`config.mk`:
```
export PLATFORM = sky130hd
export DESIGN_NAME = freq_calc
export DESIGN_NICKNAME = d
export VERILOG_FILES = /design/src/rtl/freq_calc.sv
export SDC_FILE = /design/constraint.sdc
export NUM_CORES = 1
export LEC_CHECK = 0
export ABC_AREA = 1
export CAP_MARGIN = 20
export CORE_AREA = 2 2 284 342
export DETAILED_ROUTE_END_ITERATION = 16
export DIE_AREA = 0 0 286 344
export GPL_ROUTABILITY_DRIVEN = 0
export SLEW_MARGIN = 20
export SYNTH_ARGS = -nofsm -noshare
export SYNTH_HDL_FRONTEND = slang
export SYNTH_SLANG_ARGS = --single-unit
```
`constraint.sdc`:
```
create_clock -name clk_i -period 18.6 [get_ports clk_i]
set_input_delay 4.65 -clock clk_i [delete_from_list [all_inputs] [get_ports clk_i]]
set_output_delay 4.65 -clock clk_i [all_outputs]
set_load 0.1 [all_outputs]
```
`src/rtl/freq_calc.sv`:
```
// Measurement result consumer: converts {clk_cnt, sig_cnt} into a signal frequency
// in Hz with a 64-step restoring divider, one-entry pending buffer and valid/ready output.
module freq_calc #(
    parameter logic [31:0] CLK_FREQ = 32'd100_000_000
) (
    input  logic        clk_i,
    input  logic        rst_n_i,
    input  logic        meas_wr_en_i,
    input  logic [63:0] meas_wr_data_i,
    output logic        freq_valid_o,
    input  logic        freq_ready_i,
    output logic [31:0] freq_data_o,
    output logic [1:0]  freq_err_o,
    output logic        busy_o,
    output logic [15:0] drop_cnt_o
);

    typedef enum logic [1:0] {IDLE, DIV, DONE} state_t;

    state_t      state;
    logic [5:0]  iter;
    logic        pend_vld;
    logic [63:0] pend_data;
    logic [63:0] num;
    logic [32:0] rem;
    logic [31:0] den;

    logic        hs;
    logic        load_opp;
    logic        load;
    logic [63:0] job;
    logic [96:0] step;

    // One restoring step: returns {remainder, numerator-with-quotient-bit}.
    function automatic logic [96:0] div_step(input logic [32:0] r,
                                             input logic [63:0] n,
                                             input logic [31:0] d);
        logic [32:0] r_sh;
        r_sh = {r[31:0], n[63]};
        if (r_sh >= {1'b0, d})
            div_step = {r_sh - {1'b0, d}, n[62:0], 1'b1};
        else
            div_step = {r_sh, n[62:0], 1'b0};
    endfunction

    function automatic logic [15:0] sat_inc16(input logic [15:0] v);
        sat_inc16 = (v == 16'hFFFF) ? v : v + 16'd1;
    endfunction

    always_comb begin
        hs       = (state == DONE) && freq_valid_o && freq_ready_i;
        load_opp = (state == IDLE) || hs;
        load     = load_opp && (pend_vld || meas_wr_en_i);
        job      = pend_vld ? pend_data : meas_wr_data_i;
        step     = div_step(rem, num, den);
    end

    assign busy_o = (state != IDLE);

    // Control and output registers
    always_ff @(posedge clk_i or negedge rst_n_i) begin
        if (!rst_n_i) begin
            state        <= IDLE;
            iter         <= '0;
            pend_vld     <= 1'b0;
            freq_valid_o <= 1'b0;
            freq_data_o  <= '0;
            freq_err_o   <= '0;
            drop_cnt_o   <= '0;
        end else begin
            // Pending buffer: a strobe is buffered unless it is loaded directly
            if (load_opp) begin
                if (pend_vld && !meas_wr_en_i)
                    pend_vld <= 1'b0;
            end else if (meas_wr_en_i) begin
                pend_vld <= 1'b1;
                if (pend_vld)
                    drop_cnt_o <= sat_inc16(drop_cnt_o);
            end

            case (state)
                IDLE: begin
                    if (load) begin
                        state <= DIV;
                        iter  <= '0;
                    end
                end
                DIV: begin
                    if (den == '0) begin
                        state        <= DONE;
                        freq_valid_o <= 1'b1;
                        freq_data_o  <= '0;
                        freq_err_o   <= 2'b01;
                    end else begin
                        iter <= iter + 6'd1;
                        if (iter == 6'd63) begin
                            state        <= DONE;
                            freq_valid_o <= 1'b1;
                            if (step[63:32] != '0) begin
                                freq_data_o <= 32'hFFFF_FFFF;
                                freq_err_o  <= 2'b10;
                            end else begin
                                freq_data_o <= step[31:0];
                                freq_err_o  <= 2'b00;
                            end
                        end
                    end
                end
                DONE: begin
                    if (hs) begin
                        freq_valid_o <= 1'b0;
                        iter         <= '0;
                        state        <= load ? DIV : IDLE;
                    end
                end
                default: state <= IDLE;
            endcase
        end
    end

    // Divider datapath and pending payload
    always_ff @(posedge clk_i) begin
        if (load) begin
            num <= 64'(job[31:0]) * 64'(CLK_FREQ);
            den <= job[63:32];
            rem <= '0;
        end else if (state == DIV) begin
            rem <= step[96:64];
            num <= step[63:0];
        end
        if (meas_wr_en_i && !(load_opp && !pend_vld))
            pend_data <= meas_wr_data_i;
    end

endmodule

```
Word-level counts from Yosys, hierarchy flattened
Cells that the tools add are included.
{"block": "classes", "n_eq_ne": 9, "mul": 1, "div": 0, "muxes": 27, "bitwise_logic": 2, "shift": 0, "n_reduce_logical": 26, "order_cmp": 1, "n_addsub": 3}
{"cell": "two-way mux 59 bit", "n": 2}
{"cell": "two-way mux 32 bit", "n": 3}
{"cell": "two-way mux 96 bit", "n": 1}
{"cell": "two-way mux 64 bit", "n": 1}
{"cell": "multiplier 32 x 19 -> 51 bit, second input constant", "n": 1}
{"cell": "greater-or-equal comparator 33 x 32 -> 1 bit", "n": 1}
{"cell": "logical NOT 32 bit", "n": 1}
{"cell": "nonzero test 32 bit", "n": 1}
{"cell": "subtractor 32 bit", "n": 1}
{"cell": "two-way mux 6 bit", "n": 3}
{"cell": "one-hot mux 6 bit (3 select lines)", "n": 1}
{"cell": "adder 16 x 1 -> 16 bit, second input constant", "n": 1}
{"cell": "== test 16 bit, second input constant", "n": 1}
{"cell": "two-way mux 2 bit", "n": 7}
{"cell": "nonzero test 2 bit", "n": 5}
{"cell": "AND reduction 4 bit", "n": 2}
{"cell": "two-way mux 1 bit", "n": 7}
{"cell": "adder 6 x 1 -> 6 bit, second input constant", "n": 1}
{"cell": "== test 6 bit, second input constant", "n": 1}
{"cell": "logical AND 1 bit", "n": 6}
{"cell": "!= test 2 bit, second input constant", "n": 3}
{"cell": "one-hot mux 2 bit (3 select lines)", "n": 1}
{"cell": "AND reduction 3 bit", "n": 2}
{"cell": "AND reduction 2 bit", "n": 2}
{"cell": "10 further kinds", "n": 14}
{"block": "totals", "latch_bits": 0, "regBits": 252, "mem_bits_ro": 0, "n_memories": 0, "ram_bits": 0}

Longest topological paths before layout
Gate-level depths: netlist of the first run.
{"block": "logic_depth", "depth_word": 8, "depth_mapped": 31, "mapped_depth_nobuf": 30}

Worst setup path before layout of the first run
No wires, ideal clock.
{"block": "synth_path", "path_type": "input -> register", "from": "in meas_wr_data_i[17]", "to": "reg num[58] (data pin)", "arrival_time_ns": 9.877, "stages": 24, "path_slack_ns": 8.470, "setup_time_ns": 0.253, "n_path_buf": 0, "cell_sequence": "inv_1 -> o21ai_0 -> inv_1 -> fa_1 -> inv_1 -> fa_1 -> fa_1 -> fa_1 -> fa_1 -> inv_1 -> fa_1 -> inv_1 -> ha_1 -> nand2_1 -> inv_1 -> nand2_1 -> nor3_1 -> nand2_1 -> nor2_1 -> nand2_1 -> nand3_1 -> nand2_1 -> nand3_1 -> nand2_1"}
{"block": "synth_via", "elab_chain_len": 3}
{"item": "start, declared", "line": "9", "rtl": "input logic [63:0] meas_wr_data_i,"}
{"item": "two-way mux 64 bit", "line": "54", "rtl": "job = pend_vld ? pend_data : meas_wr_data_i;"}
{"item": "multiplier 32 x 19 -> 51 bit", "line": "124", "rtl": "num <= 64'(job[31:0]) * 64'(CLK_FREQ);"}
{"item": "two-way mux 59 bit", "line": "123", "rtl": "if (load) begin"}
{"item": "end signal, assigned", "line": "124"}
{"item": "end signal, assigned", "line": "129", "rtl": "num <= step[63:0];"}
{"item": "end, declared", "line": "24", "rtl": "logic [63:0] num;"}
Every way passes these cells.
A chain may end at the register's enable or synchronous reset.

Final worst setup path of the first run
{"block": "layout_path", "from": "in meas_wr_data_i[23]", "to": "reg num[49] (data pin)"}
The elaborated chain is that of the path after synthesis.

==> impl_metrics.csv, run 1 <==
group,metric,value,unit
clock_network,clock_path_buffers,3,
worst_setup_path,worstReg2RegEnd,"num[35]",
drt,dr_total_vias,20030,
drt,drtAntennaViolNets,0,
worst_setup_path,crit_path_start_kind,"input pin",
die,die_w,286,µm
final_layout,final_common_cell,"nand2_1",
worst_setup_path,critPathRequiredTime,18.98,ns
die,initial_core_util,0.2679,
drt,first_iter_violations,1039,
synth,synth_fp_nets,3659,
grt,grt_pass1_vias,20770,
drt,routedWlPerCell,16.11,µm
worst_setup_path,crit_fanout,6,
worst_setup_path,end_kind,"register",
die,ios,120,
timing,tightestPinTransition,1.081,ns
clock_network,clkTransAtPathRegs,0.07,ns
worst_setup_path,reg2reg_from,"pend_vld",
worst_setup_path,path_class,"in -> reg",
synth,synthArstFlopShare,0.2381,
synth,synth-edff-count,147,
final_layout,multi_input_area,0.01597,mm²
drt,routed-wl-met3,3021,µm
clock_network,ctsResizeCount,0,
timing,rsz0062_at_grt,"false",
hold_path,min_path_cells,2,
drt,drc,0,
timing,finalHoldViolations,0,
timing,max_freq,92.55,MHz
final_layout,most-common-layout-cells,"756 x nand2_1, 633 x inv_1, 263 x ha_1",
clock_network,cts_setup_buffers,0,
synth,synth_seq_cells,252,
clock_network,cts_root_buf,"clkbuf_16",
timing,drv_slew,0,
synth,postSynth.topFlopCell,"edfxtp_1",
clock_network,cts_buffers,28,
die,die_h,344,µm
worst_setup_path,crit_start,"meas_wr_data_i[23]",
grt,grt_max_degree,76,
timing,worst_clock_skew,0.03844,ns
drt,met2_length,35510,µm
final_layout,fillCellCount,10080,
clock_network,holdBufCountCts,0,
clock_network,cts.sinks,252,
drt,viasPerCell,4.484,
synth,avgSynthCellArea,8.274,µm²
final_layout,diodes,0,
clock_network,htree_levels,1,
status,status,"completed",
synth,ys.warnings.count,0,
timing,fin_crit,10.80,ns
timing,slew_headroom,0.2771,
clock_network,clk_latency,0.63,ns
timing,post-route-period-util,0.5809,
die,die-area,0.09838,mm²
grt,antenna_found_initial,9,
hold_path,hold_class,"reg -> reg",
synth,netlist_area,0.02543,mm²
timing,tns,0,ns
drt,wl_met1,30100,µm
drt,routed.top_layer,"met5",
synth,synth_seq_area_share,0.2680,
placed_design,dp_hpwl,58530,µm
synth,syn_inst,3074,
worst_setup_path,endpoint,"num[49]",
synth,synthDistinctLibCells,47,
placed_design,port_buffers,119,
final_layout,nets,3770,
worst_setup_path,r2r_setup_slack,10.74,ns
final_layout,drive_gt1_frac,0.04085,
final_layout,syn_to_final_growth,14.07,%
drt,drt_wl_total,71960,µm
die,rows,124,
final_layout,register_area,0.006818,mm²
grt,grt_pass1_wl,114300,µm
flow_run,drv_cap,0,
worst_setup_path,r2r_cells,24,
clock_network,cts_tree,"done",
timing,setup_violations,0,
grt,grt-ovfl-total,0,
worst_setup_path,worstPathArrival,11.18,ns
drt,dr.pass1.iters,7,
grt,track_usage,0.1465,
die,core,0.09495,mm²
final cells by class:
type | count | area share
Sequential cell | 252 | 0.2350
Timing Repair Buffer | 135 | 0.04502
Inverter | 646 | 0.08358
Clock buffer | 32 | 0.02540
Tap cell | 1260 | 0.05434
Clock inverter | 20 | 0.006253
Multi-Input combinational cell | 2122 | 0.5504
registers in the layout, summed over array words and instances, names as in the netlist, 2 cells and up:
signal / flops
den: 32
drop_cnt_o: 16
freq_data_o: 32
freq_err_o: 2
iter: 6
num: 64
pend_data: 64
rem: 32
state: 2
kinds of logic after synthesis:
group / after synthesis / synth area share
adder cells (fa/ha/maj): 517 / 0.3293
XOR/XNOR: 72 / 0.02479
AND/OR/NAND/NOR: 1203 / 0.1995
buffers and inverters: 700 / 0.1050
multiplexers: 1 / 0.0004427
flip-flops: 252 / 0.2680
AO/OA/AOI/OAI: 329 / 0.07290
through the flow:
step	hold slack (ns)	cell area, µm²	cells	setup WS [ns]	utilization
floorplan	0.4334	25430	3074	8.470	-
global placement	0.4500	28090	4415	7.048	0.2959
detailed placement	0.4587	28090	4415	7.023	0.2959
CTS	0.4754	29010	4467	7.671	0.3056
global route	0.4972	29010	4467	7.243	0.3056
finish	0.4716	29010	4467	7.795	0.3056
metal layers:
layer,up-vias,track usage
li1,9902,-
met1,9521,0.1745
met2,434,0.2631
met3,156,0.01931
met4,18,0.06425
met5,-,0
critical path, cell delays in order:
cell	delay (ns)
clkdlybuf4s50_1	0.47
o21ai_0	0.66
inv_1	0.36
ha_1	0.47
inv_1	0.08
fa_1	0.53
inv_1	0.05
fa_1	0.46
fa_1	0.51
fa_1	0.55
inv_1	0.06
fa_1	0.53
inv_1	0.04
ha_1	0.39
nand2_1	0.12
nor2_1	0.13
inv_1	0.08
nor3_1	0.34
and2_1	0.21
nand3_1	0.11
nand3_1	0.12
nand2_1	0.05
nand3_1	0.12
nand2_1	0.06
synth_stat cells, types with 2 or more instances:
cell type,number,area (µm²)
xor2_1,58,508.0
nand2_1,756,2838
xnor2_1,14,122.6
a21oi_1,100,500.5
nand2_2,5,31.28
nand3b_1,9,67.56
inv_2,13,48.80
buf_2,11,55.05
dfxtp_1,45,900.9
buf_6,2,22.52
fa_1,254,5085
nand3_2,6,60.06
o21ai_1,18,90.09
a21o_1,25,187.7
nor2_2,7,43.79
nor3_1,18,90.09
nand3_1,138,690.7
a21boi_0,3,22.52
o21a_1,7,52.55
and2_1,6,37.54
dfrtp_1,60,1501
nand4_1,52,325.3
o21ai_0,132,660.6
nor4_1,10,62.56
ha_1,263,3291
clkbuf_1,39,146.4
a22o_1,5,43.79
or2_2,20,125.1
nor2_4,2,22.52
inv_1,633,2376
a21oi_2,4,35.03
edfxtp_1,147,4414
a31oi_1,2,12.51
or2_1,2,12.51
a32o_1,3,30.03
nor3_2,2,20.02
nor2_1,168,630.6
o22ai_1,14,87.58
o21bai_1,13,97.59
worst min-delay path by stage:
| stage | start | endpoint | slack [ns] |
|---|---|---|---|
| finish | rem[25] | rem[25] | 0.47 |
| global route | rem[26] | rem[26] | 0.50 |
| CTS | rem[25] | rem[25] | 0.48 |
| detailed placement | num[63] | rem[0] | 0.46 |
| global placement | num[63] | rem[0] | 0.45 |
| floorplan | num[63] | rem[0] | 0.43 |
Power of run 1 is not shown: default switching activity piles up to over one toggle a cycle in this logic, so the estimate is an artifact.
==> run 2: changes to the inputs <==
- clock period: 18.6 -> 10.8 ns (I/O delays scaled with it)
==> impl_metrics.csv, run 2 (synthesis gave the netlist of run 1 again) <==
group,metric,value,unit
status,status,"completed",
final_layout,nets,3771,
clock_network,holdBufCountCts,0,
die,die_h,344,µm
drt,routedWlPerCell,15.82,µm
worst_setup_path,crit_path_start_kind,"input pin",
grt,track_usage,0.1448,
timing,setup_violations,0,
clock_network,htree_levels,1,
timing,drv_slew,0,
worst_setup_path,crit_fanout,5,
die,die-area,0.09838,mm²
final_layout,reg_top3,"num: 64 flops, pend_data: 64 flops",
flow_run,drv_cap,0,
worst_setup_path,end_kind,"register",
drt,drtAntennaViolNets,0,
timing,finalHoldViolations,0,
die,die_w,286,µm
final_layout,final_common_cell,"nand2_1",
timing,tns,0,ns
drt,viasPerCell,4.455,
clock_network,cts.sinks,252,
final_layout,fillCellCount,10190,
timing,slew_headroom,0.2725,
clock_network,cts_tree,"done",
final_layout,most-common-layout-cells,"756 x nand2_1, 633 x inv_1, 263 x ha_1",
clock_network,cts_root_buf,"clkbuf_16",
worst_setup_path,worstPathArrival,9.73,ns
worst_setup_path,critPathRequiredTime,11.13,ns
die,rows,124,
clock_network,ctsResizeCount,0,
hold_path,hold_class,"reg -> reg",
die,core,0.09495,mm²
timing,max_freq,106.3,MHz
drt,drt_wl_total,70650,µm
grt,antenna_found_initial,9,
clock_network,cts_buffers,27,
timing,worst_clock_skew,0.02853,ns
clock_network,clock_path_buffers,3,
final_layout,diodes,0,
clock_network,cts_setup_buffers,0,
worst_setup_path,path_class,"in -> reg",
grt,grt_pass1_wl,113200,µm
drt,drc,0,
clock_network,clk_latency,0.60,ns
die,initial_core_util,0.2679,
timing,fin_crit,9.403,ns
timing,tightestPinTransition,1.088,ns
timing,rsz0062_at_grt,"false",
timing,post-route-period-util,0.8707,
grt,grt_pass1_vias,20850,
die,ios,120,
drt,dr.pass1.iters,7,
final_layout,drive_gt1_frac,0.03929,
drt,first_iter_violations,957,
drt,dr_total_vias,19900,
grt,grt-ovfl-total,0,
clock_network,clkTransAtPathRegs,0.06,ns
final_layout,syn_to_final_growth,13.72,%
grt,grt_max_degree,81,
placed_design,dp_hpwl,58210,µm
placed_design,port_buffers,119,
[run 2: cell types whose count changed in the layout (fill, tap and decap cells not counted), moves of 2 or more]
| cell | previous run | this run |
|---|---|---|
| buf_4 | 16 | 18 |
| clkinv_4 | 3 | 1 |
| inv_6 | 3 | 1 |
| inv_8 | 3 | 0 |
| clkinv_2 | 5 | 8 |
| clkbuf_16 | 29 | 27 |
| clkbuf_1 | 3 | 7 |
| inv_4 | 2 | 0 |
[run 2: final cells by class]
class	count	area, µm²	area share
well taps	1260	1577	0.05450
repair buffers	137	1321	0.04568
multi-input cells	2122	15970	0.5521
clock inverters	15	100.1	0.003461
flip-flops and latches	252	6818	0.2357
inverters	646	2425	0.08383
clock buffers	35	715.7	0.02474
[run 2: per-stage QoR]
stage | cell area (µm²) | std cells | util | worst slack, ns | hold slack (ns)
floorplan | 25430 | 3074 | - | 2.620 | 0.4334
global placement | 28110 | 4417 | 0.2960 | 1.027 | 0.4500
detailed placement | 28110 | 4417 | 0.2960 | 0.9254 | 0.4608
CTS | 28930 | 4467 | 0.3046 | 1.536 | 0.4618
global route | 28930 | 4467 | 0.3046 | 1.040 | 0.4809
finish | 28930 | 4467 | 0.3046 | 1.397 | 0.4647
[run 2: worst paths after layout]
| check | startpoint | end | slack (ns) | cells after the start |
|---|---|---|---|---|
| worst max-delay path | meas_wr_data_i[18] | num[48] | 1.40 | 23 |
| worst min-delay path | num[63] | rem[0] | 0.46 | 2 |
| worst max register to register | pend_vld | num[48] | 2.24 | 25 |
| worst min register to register | num[63] | rem[0] | 0.46 | 2 |
| max in group asynchronous | rst_n_i | pend_vld | 7.95 | 2 |
| min in group asynchronous | rst_n_i | drop_cnt_o[7] | 2.30 | 2 |
[run 2: metal layers]
layer | wire [µm] | vias up | global-route usage
met2 | 35280 | 453 | 0.2628
li1 | - | 9902 | -
met4 | 3074 | 18 | 0.06326
met5 | 90 | - | 0
met3 | 3149 | 155 | 0.01845
met1 | 29060 | 9371 | 0.1708
[run 2: worst max-delay path: stages]
cell             delay, ns
clkdlybuf4s50_1       0.42
o21ai_0               0.58
inv_1                 0.33
ha_1                  0.42
inv_1                 0.08
fa_1                  0.55
inv_1                 0.06
fa_1                  0.53
fa_1                  0.45
fa_1                  0.56
inv_1                 0.06
fa_1                  0.55
inv_1                 0.06
ha_1                  0.38
nand2_1               0.16
nor2_1                0.27
nand2_1               0.16
nor4_1                0.60
nand3_1               0.39
nand3_1               0.19
nand2_1               0.06
nand3_1               0.10
nand2_1               0.06
Power of run 2 is left out for the same reason.
==> run 3: changes to the inputs <==
- CORE_AREA: 2 2 284 342 -> 2 2 209 253
- DIE_AREA: 0 0 286 344 -> 0 0 211 255
- PLACE_DENSITY: unset -> 0.68
==> impl_metrics.csv, run 3 (synthesis gave the netlist of run 1 again) <==
group,metric,value,unit
status,status,"completed",
clock_network,holdBufCountCts,0,
timing,drv_slew,0,
die,die-area,0.05381,mm²
placed_design,placed_area,0.02736,mm²
clock_network,cts.sinks,252,
grt,track_usage,0.2599,
drt,drtAntennaViolNets,0,
worst_setup_path,critPathRequiredTime,11.14,ns
final_layout,stdcell_area,0.02838,mm²
worst_setup_path,path_buf_inv,6,
drt,drc,0,
final_layout,final_common_cell,"nand2_1",
drt,routedWlPerCell,17.79,µm
worst_setup_path,crit_chain,"clkdlybuf4s50_1 > o21ai_0 > inv_1 > ha_1 > inv_1 > fa_1 > inv_1 > fa_1 > fa_1 > fa_1 > inv_1 > fa_1 > inv_1 > ha_1 > nand2_1 > nor2_1 > nand2_1 > nor4_1 > nand3_1 > nand3_1 > nand2_1 > nand3_1 > nand2_1",
grt,grt-ovfl-total,0,
final_layout,diodes,0,
placed_design,port_buffers,119,
timing,max_freq,106.6,MHz
clock_network,cts_root_buf,"clkbuf_16",
hold_path,hold_class,"reg -> reg",
worst_setup_path,crit_path_max_incr_delay,0.66,ns
drt,drt_wl_total,68900,µm
worst_setup_path,end_kind,"register",
grt,grt_pass1_wl,110300,µm
timing,fin_crit,9.383,ns
timing,tightestPinTransition,1.055,ns
drt,dr_total_vias,20570,
grt,antenna_found_initial,0,
timing,worst_clock_skew,0.02989,ns
die,ios,120,
clock_network,htree_levels,1,
worst_setup_path,worstPathArrival,9.73,ns
drt,dr.pass1.iters,6,
worst_setup_path,crit_path_start_kind,"input pin",
clock_network,clk_latency,0.59,ns
drt,viasPerCell,5.311,
clock_network,clock_path_buffers,3,
final_layout,reg_top3,"num: 64 flops, pend_data: 64 flops",
die,rows,92,
worst_setup_path,path_class,"in -> reg",
drt,first_iter_violations,1450,
final_layout,fillCellCount,4698,
clock_network,cts_setup_buffers,0,
worst_setup_path,r2r_setup_slack,2.28,ns
worst_setup_path,crit_fanout,5,
timing,post-route-period-util,0.8688,
final_layout,drive_gt1_frac,0.04230,
die,die_h,255,µm
die,core,0.05168,mm²
clock_network,cts_buffers,30,
placed_design,dp_hpwl,55660,µm
worst_setup_path,cp_top_family,"adder cells",
worst_setup_path,cp_slowest_cell,"nor4_1",
die,initial_core_util,0.4921,
timing,finalHoldViolations,0,
grt,grt_pass1_vias,21460,
timing,slew_headroom,0.2945,
die,die_w,211,µm
timing,setup_violations,0,
clock_network,ctsResizeCount,0,
clock_network,clkTransAtPathRegs,0.06,ns
final_layout,most-common-layout-cells,"756 x nand2_1, 633 x inv_1, 263 x ha_1",
timing,tns,0,ns
timing,fin_hold_ws,0.4689,ns
clock_network,cts_tree,"done",
timing,rsz0062_at_grt,"false",
flow_run,drv_cap,0,
grt,grt_max_degree,63,
final_layout,nets,3776,
final_layout,syn_to_final_growth,11.59,%
[run 3: cell count changes in the layout (fill, tap and decap cells not counted), sizes merged]
cell,before,now
clkinv,11,7
inv,648,652
buf,19,21
clkinvlp,2,3
bufinv,0,1
clkbuf,35,39
[run 3: final timing paths]
| check | from | endpoint | cells past startpoint |
|---|---|---|---|
| min reg2reg | freq_err_o[1] | freq_err_o[1] | 2 |
| max in group asynchronous | rst_n_i | pend_vld | 2 |
| max | meas_wr_data_i[19] | num[48] | 23 |
| min | freq_err_o[1] | freq_err_o[1] | 2 |
| max reg2reg | pend_vld | num[48] | 25 |
| min in group asynchronous | rst_n_i | drop_cnt_o[5] | 2 |
[run 3: metal layers]
metal  GRT usage  part of all wire
met5           0                 0
met4      0.1499             0.064
met3     0.02834             0.046
met2      0.4666              0.49
met1      0.3015              0.40
[run 3: area by class of cell]
cell class	instances	area, µm²	area share
clock buffers	39	825.8	0.02909
clock inverters	17	146.4	0.005158
inverters	646	2425	0.08543
multi-input cells	2122	15970	0.5626
flip-flops and latches	252	6818	0.2402
well taps	658	823.3	0.02901
repair buffers	139	1376	0.04849
[run 3: through the flow]
stage	utilization	std cells	setup slack, ns
floorplan	-	3074	2.620
global placement	0.5293	3815	0.8639
detailed placement	0.5293	3815	0.9071
CTS	0.5481	3871	1.514
global route	0.5492	3873	1.158
finish	0.5492	3873	1.417
[run 3: worst register-to-register path: stages (launching register included)]
cell,delay [ns]
dfrtp_2,0.82
inv_2,0.48
buf_4,0.43
or2_2,0.36
o21ai_0,0.34
inv_1,0.34
ha_1,0.38
inv_1,0.08
fa_1,0.53
inv_1,0.05
fa_1,0.52
fa_1,0.44
fa_1,0.54
inv_1,0.06
fa_1,0.53
inv_1,0.04
ha_1,0.35
nand2_1,0.15
nor2_1,0.29
nand2_1,0.19
nor4_1,0.66
nand3_1,0.34
nand3_1,0.18
nand2_1,0.06
nand3_1,0.07
nand2_1,0.06
Power of run 3 is left out for the same reason.
